File: src/rtl/scalar_product_feeder.sv
`default_nettype none
// +--------------------------------------------------------------------------+
// | scalar_product_feeder                                                    |
// | Packs a serial (a,b) stream into vectors for the dot-product engine,     |
// | sequences its clear and latency, and hands the result downstream.        |
// | Optional: SCALAR_PRODUCT_FEEDER_OVF_EN adds the res_ovf output.          |
// | Revision: 1.0                                                            |
// +--------------------------------------------------------------------------+
module scalar_product_feeder #(
  parameter int Nbits   = 4,
  parameter int Ndata   = 4,
  parameter int CLR_CYC = 2,
  parameter int RES_LAT = 8
) (
  input  logic                     clk,
  input  logic                     reset,
  input  logic                     in_valid,
  output logic                     in_ready,
  input  logic [Nbits-1:0]         in_a,
  input  logic [Nbits-1:0]         in_b,
  output logic [Ndata*Nbits-1:0]   A,
  output logic [Ndata*Nbits-1:0]   B,
  output logic                     sp_reset,
  input  logic [2*Nbits-1:0]       sp_out,
  output logic                     res_valid,
  input  logic                     res_ready,
  output logic [2*Nbits-1:0]       res_data
`ifdef SCALAR_PRODUCT_FEEDER_OVF_EN
  ,
  output logic                     res_ovf
`endif
);

  localparam int c_KW      = $clog2(Ndata);
  localparam int c_CNT_MAX = (CLR_CYC > RES_LAT) ? CLR_CYC : RES_LAT;
  localparam int c_CW      = $clog2(c_CNT_MAX + 1);

  localparam logic [c_KW-1:0] c_K_LAST  = c_KW'(Ndata - 1);
  localparam logic [c_CW-1:0] c_CLR_LD  = c_CW'(CLR_CYC - 1);
  localparam logic [c_CW-1:0] c_LAT_LD  = c_CW'(RES_LAT - 1);

  typedef enum logic [1:0] {
    S_LOAD  = 2'd0,
    S_CLEAR = 2'd1,
    S_RUN   = 2'd2,
    S_HOLD  = 2'd3
  } state_t;

  state_t            r_state;
  logic [c_KW-1:0]   r_k;
  logic [c_CW-1:0]   r_cnt;
  logic              w_accept;

  assign in_ready = (r_state == S_LOAD);
  assign w_accept = in_valid & in_ready;

`ifdef SCALAR_PRODUCT_FEEDER_OVF_EN
  localparam int c_AW = 2*Nbits + c_KW;

  logic [c_AW-1:0]      r_acc;
  logic [2*Nbits-1:0]   w_prod;

  assign w_prod = {{Nbits{1'b0}}, in_a} * {{Nbits{1'b0}}, in_b};
`endif

  always_ff @(posedge clk or negedge reset) begin
    if (!reset) begin
      r_state   <= S_LOAD;
      r_k       <= '0;
      r_cnt     <= '0;
      A         <= '0;
      B         <= '0;
      sp_reset  <= 1'b1;
      res_valid <= 1'b0;
      res_data  <= '0;
`ifdef SCALAR_PRODUCT_FEEDER_OVF_EN
      r_acc     <= '0;
      res_ovf   <= 1'b0;
`endif
    end else begin
      case (r_state)
        S_LOAD: begin
          sp_reset <= 1'b1;
          if (w_accept) begin
            A[r_k*Nbits +: Nbits] <= in_a;
            B[r_k*Nbits +: Nbits] <= in_b;
`ifdef SCALAR_PRODUCT_FEEDER_OVF_EN
            r_acc <= r_acc + c_AW'(w_prod);
`endif
            if (r_k == c_K_LAST) begin
              r_k     <= '0;
              r_cnt   <= c_CLR_LD;
              r_state <= S_CLEAR;
            end else begin
              r_k <= r_k + 1'b1;
            end
          end
        end

        S_CLEAR: begin
          if (r_cnt == '0) begin
            sp_reset <= 1'b0;
            r_cnt    <= c_LAT_LD;
            r_state  <= S_RUN;
          end else begin
            r_cnt <= r_cnt - 1'b1;
          end
        end

        S_RUN: begin
          // Engine output is taken as-is; its own truncation is preserved.
          if (r_cnt == '0) begin
            res_data  <= sp_out;
            res_valid <= 1'b1;
            sp_reset  <= 1'b1;
            r_state   <= S_HOLD;
`ifdef SCALAR_PRODUCT_FEEDER_OVF_EN
            res_ovf   <= |r_acc[c_AW-1:2*Nbits];
`endif
          end else begin
            r_cnt <= r_cnt - 1'b1;
          end
        end

        S_HOLD: begin
          if (res_ready) begin
            res_valid <= 1'b0;
            r_state   <= S_LOAD;
`ifdef SCALAR_PRODUCT_FEEDER_OVF_EN
            r_acc     <= '0;
            res_ovf   <= 1'b0;
`endif
          end
        end

        default: r_state <= S_LOAD;
      endcase
    end
  end

endmodule
`default_nettype wire

File: config.mk
export PLATFORM = sky130hd
export DESIGN_NAME = scalar_product_feeder
export DESIGN_NICKNAME = d
export VERILOG_FILES = /design/src/rtl/scalar_product_feeder.sv
export SDC_FILE = /design/constraint.sdc
export NUM_CORES = 1
export LEC_CHECK = 0
export ABC_AREA = 0
export BUFFER_PORTS_ARGS = -buffer_cell sky130_fd_sc_hd__buf_2
export CAP_MARGIN = 20
export CORE_ASPECT_RATIO = 1.2
export CORE_MARGIN = 4
export CORE_UTILIZATION = 51
export DETAILED_ROUTE_END_ITERATION = 10
export GPL_ROUTABILITY_DRIVEN = 0
export PLACE_DENSITY = 0.82
export SYNTH_ARGS = -nofsm -noshare
export SYNTH_HDL_FRONTEND = slang
export SYNTH_SLANG_ARGS = --single-unit
File: constraint.sdc
create_clock -name clk -period 2 [get_ports clk]
set_input_delay 0.4 -clock clk [delete_from_list [all_inputs] [get_ports clk]]
set_output_delay 0.4 -clock clk [all_outputs]
set_load 0.1 [all_outputs]
==> results.ini <==
[clocking]
cts-hold-fix-buffers = 0
cts_tree = yes
cts.path.max_buffers = 2
clk_latency_ns = 0.30
clk_pin_slew_ns = 0.09
htree_num_levels = 2
clock_sinks = 50
numCtsBuffers = 5
cts_root_buf = clkbuf_8

[worst_setup_path]
reg2reg_depth = 5
crit_fanout = 5
r2r_end = r_state[1]$_DFFE_PN0P_
regToRegSetupSlack_ns = 0.13
worstPathRequired_ns = 2.19
arrival_ns = 2.05
worstSetupStartpointType = flip-flop
endpoint_kind = flip-flop
slowest_stage = or3b_1
setup.worst_path.class = reg2reg
reg2reg_from = r_cnt[0]$_DFFE_PN0P_
crit_chain = inv_1 -> ha_1 -> or3b_1 -> a211oi_2 -> mux2_2
critPathMaxStageDelay_ns = 0.47
critPathBufInv = 1
path_depth = 5
cp_top_family = simple AND/OR/NAND/NOR gates

[hold_path]
hp-class = in2async

[global_route]
grt_usage_pct = 19.3
antenna_found_initial = 0
grt_overflow_total = 0
grt_max_degree = 51
grt_pass1_vias = 1668
grt_pass1_wl_mm = 7.96

[synth]
synth_area_per_cell_um2 = 13.6
synth_edf_count = 0
syn-num-nets = 194
async_reset_ff_share_pct = 100
synth-seq-cells = 50
yosysSeqAreaShare_pct = 57.0
syn_area_mm2 = 0.00220
synth_flop_cell = dfrtp_1
synthDistinctLibCells = 35
ys.warnings.count = 0
synthCells = 162

[cells_and_area]
final_common_cell = buf_2
final_cell_mix = 61 x buf_2, 49 x dfrtp_1, 34 x a22o_1, 12 x mux2_2, 11 x ha_1
fill_cells = 280
drive_gt1_share_pct = 43.8
regArea_mm2 = 0.00125
synthToLayoutAreaGrowth_pct = 24.4
final_nets = 264
antenna_cells = 0
multi_input_area_um2 = 923

[sta]
hold_viol = 0
finalMaxSlewViolations = 0
slew_headroom_pct = 61.5
fin_crit_sh_pct = 93.3
finalSetupViolations = 0
fin_tns_setup_ns = 0
period_minus_slack_ns = 1.87
max_freq_mhz = 536
worst_pin_slew_ns = 0.576
clock_skew_ns = 0.0117
rsz0062_at_grt = no

[die]
start_util_pct = 54.5
chipWidth_um = 67.9
dieHeight_um = 79.9
core_area_mm2 = 0.00404
fp.dieArea_mm2 = 0.00543
rows = 25
ioPinCount = 63

[place]
numPortBuffers = 62
dp_hpwl_mm = 3.55

[route]
routed_wl_mm = 4.76
vias_per_cell = 5.75
drtAntennaViolNets = 0
drt_iter0_markers = 115
drc = 0
detail_route.wl_per_cell_um = 16.6
num_vias = 1649
firstDrtPassIters = 4

[status]
status = completed

[flow_run]
max_cap_violations = 0

metal layers:
layer	up-vias	part of all wire, %	wire length [um]	GRT usage (%)
li1	756	-	-	-
met1	822	40	1900	23.6
met2	67	52	2490	33.0
met3	4	7.2	341	4.51
met4	0	0.71	34	5.96
met5	-	0	0	0
how the worst max path moves through the flow:
stage                           startpoint                     end  slack, ns
finish                r_cnt[0]$_DFFE_PN0P_  r_state[1]$_DFFE_PN0P_       0.13
detailed placement      r_k[0]$_DFFE_PN0P_        A[7]$_DFFE_PN0P_       0.08
CTS                 r_state[0]$_DFFE_PN0P_                in_ready       0.03
global placement    r_state[1]$_DFFE_PN0P_    r_cnt[1]$_DFFE_PN0P_       0.14
global route        r_state[1]$_DFFE_PN0P_  r_state[1]$_DFFE_PN0P_      0.003
floorplan           r_state[0]$_DFFE_PN0P_        A[0]$_DFFE_PN0P_       0.09
synthesized netlist by cell type (all sizes together), types with 2 or more instances:
| cell type | instances | area (um^2) |
|---|---|---|
| dfrtp | 49 | 1230 |
| a22o | 35 | 308 |
| ha | 12 | 150 |
| mux2 | 12 | 135 |
| inv | 8 | 30.0 |
| nand2 | 6 | 22.5 |
| a211o | 4 | 36.3 |
| nand3 | 4 | 25.0 |
| nor3 | 3 | 15.0 |
| nor3b | 3 | 27.5 |
| o21ai | 3 | 15.0 |
| a211oi | 2 | 20.0 |
| buf | 2 | 10.0 |
| clkbuf | 2 | 7.51 |
| nor2 | 2 | 7.51 |
worst register-to-register path, delay by kind of cell, from the launching register on:
family                     cells  cell delay, ns
muxes                          1            0.36
AOI/OAI and AO/OA              1            0.27
and+or+nand+nor                1            0.47
buffers and inverters          1            0.08
DFF                            1            0.39
adders and majority gates      1            0.19
cell type report:
class / instances / area share [%]
Sequential cell: 50 / 45.8
Multi-Input combinational cell: 100 / 33.8
Timing Repair Buffer: 67 / 13.3
Clock buffer: 5 / 2.52
Tap cell: 54 / 2.47
Inverter: 8 / 1.10
Clock inverter: 3 / 1.05
stage by stage:
| stage | utilization [%] | instance area [um^2] | cells | setup WS (ns) | hold WS (ns) |
|---|---|---|---|---|---|
| after floorplan | - | 2210 | 162 | 0.0950 | 0.104 |
| after global placement | 65.0 | 2620 | 279 | 0.141 | 0.408 |
| after detailed placement | 65.0 | 2620 | 279 | 0.0793 | 0.412 |
| after CTS | 67.4 | 2720 | 287 | 0.0286 | 0.0803 |
| after global routing | 67.8 | 2730 | 287 | 0.00349 | 0.0939 |
| final | 67.8 | 2730 | 287 | 0.134 | 0.0765 |
state kept, by name (all words and copies together), names as in the netlist:
signal     flops
A             16
B             16
r_state        2
res_valid      1
r_cnt          4
res_data       8
sp_reset       1
r_k            2
timing repair:
item                                    CTS  global route
gates resized for setup                   0             4
endpoints found under the setup margin    0            18
buffers inserted                          0             0
cells by family after synthesis:
group,Yosys count,share of synthesized area [%]
DFF,50,57.0
and+or+nand+nor,26,8.42
adders and majority gates,12,6.83
AOI/OAI and AO/OA,49,19.0
muxes,13,6.60
buffers and inverters,12,2.16
Power is left out: the tool's default activity adds up to more than one toggle a clock period on the data nets, which glitch-free logic cannot reach.
